$ cat src/rtl/stack_sequencer.sv
// Register save/restore sequencer: a push copies NUM_REGS registers onto a word stack, a pop restores them in reverse order.
// Optional macro STACK_SEQ_GUARD_EN enables full/empty rejection and the sticky overflow/underflow flags.
module stack_sequencer #(
  parameter int DATA_WIDTH     = 8,
  parameter int NUM_REGS       = 4,
  parameter int REG_ADDR_WIDTH = 2,
  parameter int STACK_DEPTH    = 16,
  parameter int SP_WIDTH       = 5
) (
  input  logic                      clk,
  input  logic                      rst,
  input  logic                      push,
  input  logic                      pop,
  input  logic [DATA_WIDTH-1:0]     reg_rd_data,
  output logic [REG_ADDR_WIDTH-1:0] reg_addr,
  output logic                      reg_wr_en,
  output logic [DATA_WIDTH-1:0]     reg_wr_data,
  output logic                      stall,
  output logic                      busy,
  output logic [SP_WIDTH-1:0]       sp,
  output logic                      overflow,
  output logic                      underflow
);

  localparam int IDX_W = (STACK_DEPTH > 1) ? $clog2(STACK_DEPTH) : 1;
  localparam logic [REG_ADDR_WIDTH-1:0] CNT_LAST = REG_ADDR_WIDTH'(NUM_REGS - 1);

  typedef enum logic [1:0] {
    IDLE = 2'd0,
    PUSH = 2'd1,
    POP  = 2'd2
  } state_t;

  state_t                    state_q, state_n;
  logic [REG_ADDR_WIDTH-1:0] cnt_q, cnt_n;
  logic [SP_WIDTH-1:0]       sp_q, sp_n;
  logic [SP_WIDTH-1:0]       sp_inc, sp_dec;
  logic                      ovf_q, ovf_n;
  logic                      unf_q, unf_n;
  logic                      push_ok, pop_ok;
  logic [DATA_WIDTH-1:0]     stack [STACK_DEPTH];

  // Pointer arithmetic and request acceptance depend on whether the guard is built in.
  always_comb begin
`ifdef STACK_SEQ_GUARD_EN
    sp_inc  = sp_q + SP_WIDTH'(1);
    sp_dec  = sp_q - SP_WIDTH'(1);
    push_ok = push && (sp_q <= SP_WIDTH'(STACK_DEPTH - NUM_REGS));
    pop_ok  = pop && !push && (sp_q >= SP_WIDTH'(NUM_REGS));
`else
    sp_inc  = (sp_q == SP_WIDTH'(STACK_DEPTH - 1)) ? '0 : sp_q + SP_WIDTH'(1);
    sp_dec  = (sp_q == '0) ? SP_WIDTH'(STACK_DEPTH - 1) : sp_q - SP_WIDTH'(1);
    push_ok = push;
    pop_ok  = pop && !push;
`endif
  end

  always_ff @(posedge clk or negedge rst) begin
    if (!rst) begin
      state_q <= IDLE;
      cnt_q   <= '0;
      sp_q    <= '0;
      ovf_q   <= 1'b0;
      unf_q   <= 1'b0;
    end else begin
      state_q <= state_n;
      cnt_q   <= cnt_n;
      sp_q    <= sp_n;
      ovf_q   <= ovf_n;
      unf_q   <= unf_n;
    end
  end

  // Stack storage carries no reset; writes only happen while a push transfer is active.
  always_ff @(posedge clk) begin
    if (state_q == PUSH) begin
      stack[IDX_W'(sp_q)] <= reg_rd_data;
    end
  end

  always_comb begin
    state_n     = state_q;
    cnt_n       = cnt_q;
    sp_n        = sp_q;
    ovf_n       = ovf_q;
    unf_n       = unf_q;
    reg_addr    = '0;
    reg_wr_en   = 1'b0;
    reg_wr_data = '0;
    stall       = 1'b0;
    unique case (state_q)
      IDLE: begin
        if (push_ok) begin
          state_n = PUSH;
          cnt_n   = '0;
          stall   = rst;
        end else if (pop_ok) begin
          state_n = POP;
          cnt_n   = CNT_LAST;
          stall   = rst;
        end
`ifdef STACK_SEQ_GUARD_EN
        if (push) begin
          if (!push_ok) ovf_n = 1'b1;
        end else if (pop && !pop_ok) begin
          unf_n = 1'b1;
        end
`endif
      end
      PUSH: begin
        reg_addr = cnt_q;
        sp_n     = sp_inc;
        if (cnt_q == CNT_LAST) begin
          state_n = IDLE;
          cnt_n   = '0;
        end else begin
          cnt_n = cnt_q + REG_ADDR_WIDTH'(1);
          stall = 1'b1;
        end
      end
      POP: begin
        reg_addr    = cnt_q;
        reg_wr_en   = 1'b1;
        reg_wr_data = stack[IDX_W'(sp_dec)];
        sp_n        = sp_dec;
        if (cnt_q == '0) begin
          state_n = IDLE;
        end else begin
          cnt_n = cnt_q - REG_ADDR_WIDTH'(1);
          stall = 1'b1;
        end
      end
      default: begin
        state_n = IDLE;
        cnt_n   = '0;
      end
    endcase
  end

  assign busy      = (state_q != IDLE);
  assign sp        = sp_q;
  assign overflow  = ovf_q;
  assign underflow = unf_q;

endmodule
$ cat config.mk
export PLATFORM = sky130hd
export DESIGN_NAME = stack_sequencer
export DESIGN_NICKNAME = d
export VERILOG_FILES = /design/src/rtl/stack_sequencer.sv
export SDC_FILE = /design/constraint.sdc
export NUM_CORES = 1
export LEC_CHECK = 0
export ABC_AREA = 1
export CORE_MARGIN = 4
export CORE_UTILIZATION = 54
export CTS_CLUSTER_DIAMETER = 60
export CTS_CLUSTER_SIZE = 30
export DETAILED_ROUTE_END_ITERATION = 16
export PLACE_DENSITY_LB_ADDON = 0.3
export SLEW_MARGIN = 10
export SYNTH_ARGS = -nofsm -noshare
export SYNTH_HDL_FRONTEND = slang
export SYNTH_SLANG_ARGS = --single-unit
export TNS_END_PERCENT = 20
$ cat constraint.sdc
create_clock -name clk -period 2.55 [get_ports clk]
set_clock_uncertainty 0.05 [all_clocks]
set_input_delay 0.765 -clock clk [delete_from_list [all_inputs] [get_ports clk]]
set_output_delay 0.765 -clock clk [all_outputs]
set_load 0.02 [all_outputs]
==> qor.txt <==
Mapped Cells - 557
Final setup fails - 9
I/O Pins - 32
Routability Congestion - 0.903
Most used DFF post-synth - edfxtp_1
Sequential-to-total area share from yosys stat - 0.660
Worst r2r src - sp[0]
Hold Startpoint - state_q[0]
Row cnt - 38
Ys Warns - 0
Slowest cell on the critical path - dfrtp_2
Crit Path Class - flip-flop to primary output
Final worst setup slack - -0.578 ns
Clock buffer depth - 2
Yosys reg bits - 137
Yosys cell types - 31
Max Cap Viol - 0
First-pass GRT wire length - 24600 um
Mapped Area - 6170 sq um
Syn Area/Cell - 11.1 sq um
Commonest non-fill, non-tap cell in the layout - edfxtp_1
Nets - 670
CTS Sinks - 137
Die span in x - 115 um
Starting Density - 0.559
Gr ovfl total - 0
DRT antenna net count - 0
Final period utilization - 1.23
Reg2reg end - stack[2][6]
Final Hold Vio Count - 0
Most frequent cells in the layout - edfxtp_1, nand3_1, nand2_1
DR pass1 iterations - 8
Biggest area consumer among synthesized cells - edfxtp_1
Final wirelength - 15400 um
RSZ-0062 raised after global routing - true
DRC Markers - 0
Core area - 11000 sq um
Max IR drop VDD - 0.000769 V
Critical-path cell list - inv_4 > ha_4 > inv_2 > nor2_4 > nand2_4 > buf_6 > buf_4 > nand3_1 > nand3_1 > nand3_1 > nand3_1 > nand2_1 > inv_1 > buf_6
R2R cell count - 5
Setup crit start - sp[0]
Critical Path RT - 1.74 ns
Leakage power - 3.18 nW
Area share of the largest cell type after synthesis - 0.623
Async S/R FF share, synth - 0.0657
Via count - 4625
Vias in the first global route - 4652
Outcome - complete, but fails checks
Port bufs - 29
Reg-to-reg slack, setup - 0.47 ns
Share of cells above drive strength 1 - 0.285
Clock network latency to the later pin of the worst-skew pair - 0.41 ns
GR Util All Layers - 0.250
Final core utilization - 0.724
Setup TNS - -4.28 ns
Most used cell, CP - nand3_1
Relative slew slack - 0.465
Slowest stage delay, CP - 0.42 ns
Met3 wire len - 1100 um
Power density over the cells - 1380 nW/um^2
Via/cell ratio - 5.78
DRT iter0 DRCs - 390
M1 WL - 6070 um
Top Layer Used - met4
Clock H-tree levels - 4
Initial antenna violation count - 0
Worst-case hold path end point - state_q[0]
CTS tree - done
Worst Setup Start Kind - flip-flop
Crit-path max FO - 7
Worst EP arrival - 2.31 ns
WHS Path Cells - 3
Drt wl/cell - 19.3 um
Max frequency - 320 MHz
Failing checks - setup timing
Hold Crit Class - flip-flop to flip-flop
Tightest Pin Transition - 0.800 ns
Clock-pin slew on the worst setup and hold paths - 0.06 ns
CTS root buf - clkbuf_16
Die Height - 115 um
CTS Buf Count - 17
Crit path time final - 3.13 ns
Dpl hpwl - 9770 um
Antenna diode count - 0
Slew Limit Fails - 0
Worst setup EP type - primary output
Layout area overhead - 29.6%
Largest net degree at the start of global routing - 29
Die Area - 13200 sq um
Met2 routed WL - 7900 um
EDFF count, synth - 128
Area contributors post-synth - edfxtp_1, nand3_1, nand2_1, dfrtp_1, ha_1
-- cell usage after synthesis, types with 4 or more instances --
cell	n
a21oi_1	12
buf_2	13
buf_4	10
buf_6	5
dfrtp_1	9
edfxtp_1	128
ha_1	11
inv_1	29
inv_2	6
nand2_1	118
nand3_1	146
nand3b_1	4
nor2_1	31
o21ai_0	7
-- critical path, delay by kind of cell (launching register included) --
kind | cells | cell delay, ns
flip-flops | 1 | 0.42
adder cells (fa/ha/maj) | 1 | 0.14
buffers and inverters | 6 | 0.61
AND/OR/NAND/NOR | 7 | 0.70
-- cell type report --
type | count | area [sq um]
well taps | 140 | 175
repair buffers | 100 | 968
clock buffers | 17 | 425
flip-flops and latches | 137 | 4070
multi-input cells | 356 | 2050
clock inverters | 15 | 165
fillers | 711 | 3040
inverters | 35 | 139
-- logic make-up (layout without fill, tap and decap cells) --
group,count (synthesis),after routing,share of synthesized area
other,1,2,0.000608
and+or+nand+nor,314,314,0.235
xor gates and xnor gates,2,2,0.00284
DFF,137,137,0.660
muxes,1,1,0.00162
adders and majority gates,11,11,0.0223
buffers and inverters,65,167,0.0544
AOI/OAI and AO/OA,26,26,0.0233
-- power by group --
group	internal, mW	total, mW	switching, mW
Clock	1.46	2.44	0.977
Sequential	2.64	2.73	0.0899
Combinational	2.42	5.90	3.49
Total	6.51	11.1	4.55
-- metrics by stage --
step / hold slack, ns / power (mW) / instances / setup WS (ns) / area, sq um
5_1_grt: 0.597 / 11.7 / 800 / -0.633 / 7990
3_3_place_gp: 0.526 / 7.79 / 761 / -0.624 / 7060
3_5_place_dp: 0.544 / 7.90 / 761 / -0.682 / 7060
4_1_cts: 0.560 / 10.8 / 800 / -0.507 / 7870
2_1_floorplan: 0.419 / 5.96 / 558 / -0.0886 / 6230
6_report: 0.553 / 11.1 / 800 / -0.578 / 7990
-- layer usage --
metal | up-vias | GRT usage
met5 | - | 0
met1 | 2244 | 0.312
met2 | 210 | 0.418
met3 | 38 | 0.0626
met4 | 0 | 0.104
li1 | 2133 | -
-- worst max-delay path by stage --
stage	to	slack [ns]	cells after the start
floorplan	reg_wr_data[3]	-0.09	14
global placement	reg_wr_data[3]	-0.62	14
detailed placement	reg_wr_data[7]	-0.68	13
CTS	reg_wr_data[7]	-0.51	15
global route	reg_wr_data[7]	-0.63	15
finish	reg_wr_data[7]	-0.58	14
-- flip-flops by register name, summed over array words and instances, names as in the netlist --
signal	count
state_q	2
cnt_q	2
stack	128
sp	5
-- what timing repair did --
action | in CTS | in global routing
cloned | 2 | 0
endpoints found under the hold margin | 0 | 0
setup endpoints to repair | 14 | 13
gates resized for setup | 81 | 36
pin swaps | 19 | 6
hold buffers | 0 | 0
setup buffers | 5 | 0
No activity file was read; power rests on OpenSTA's default activity.
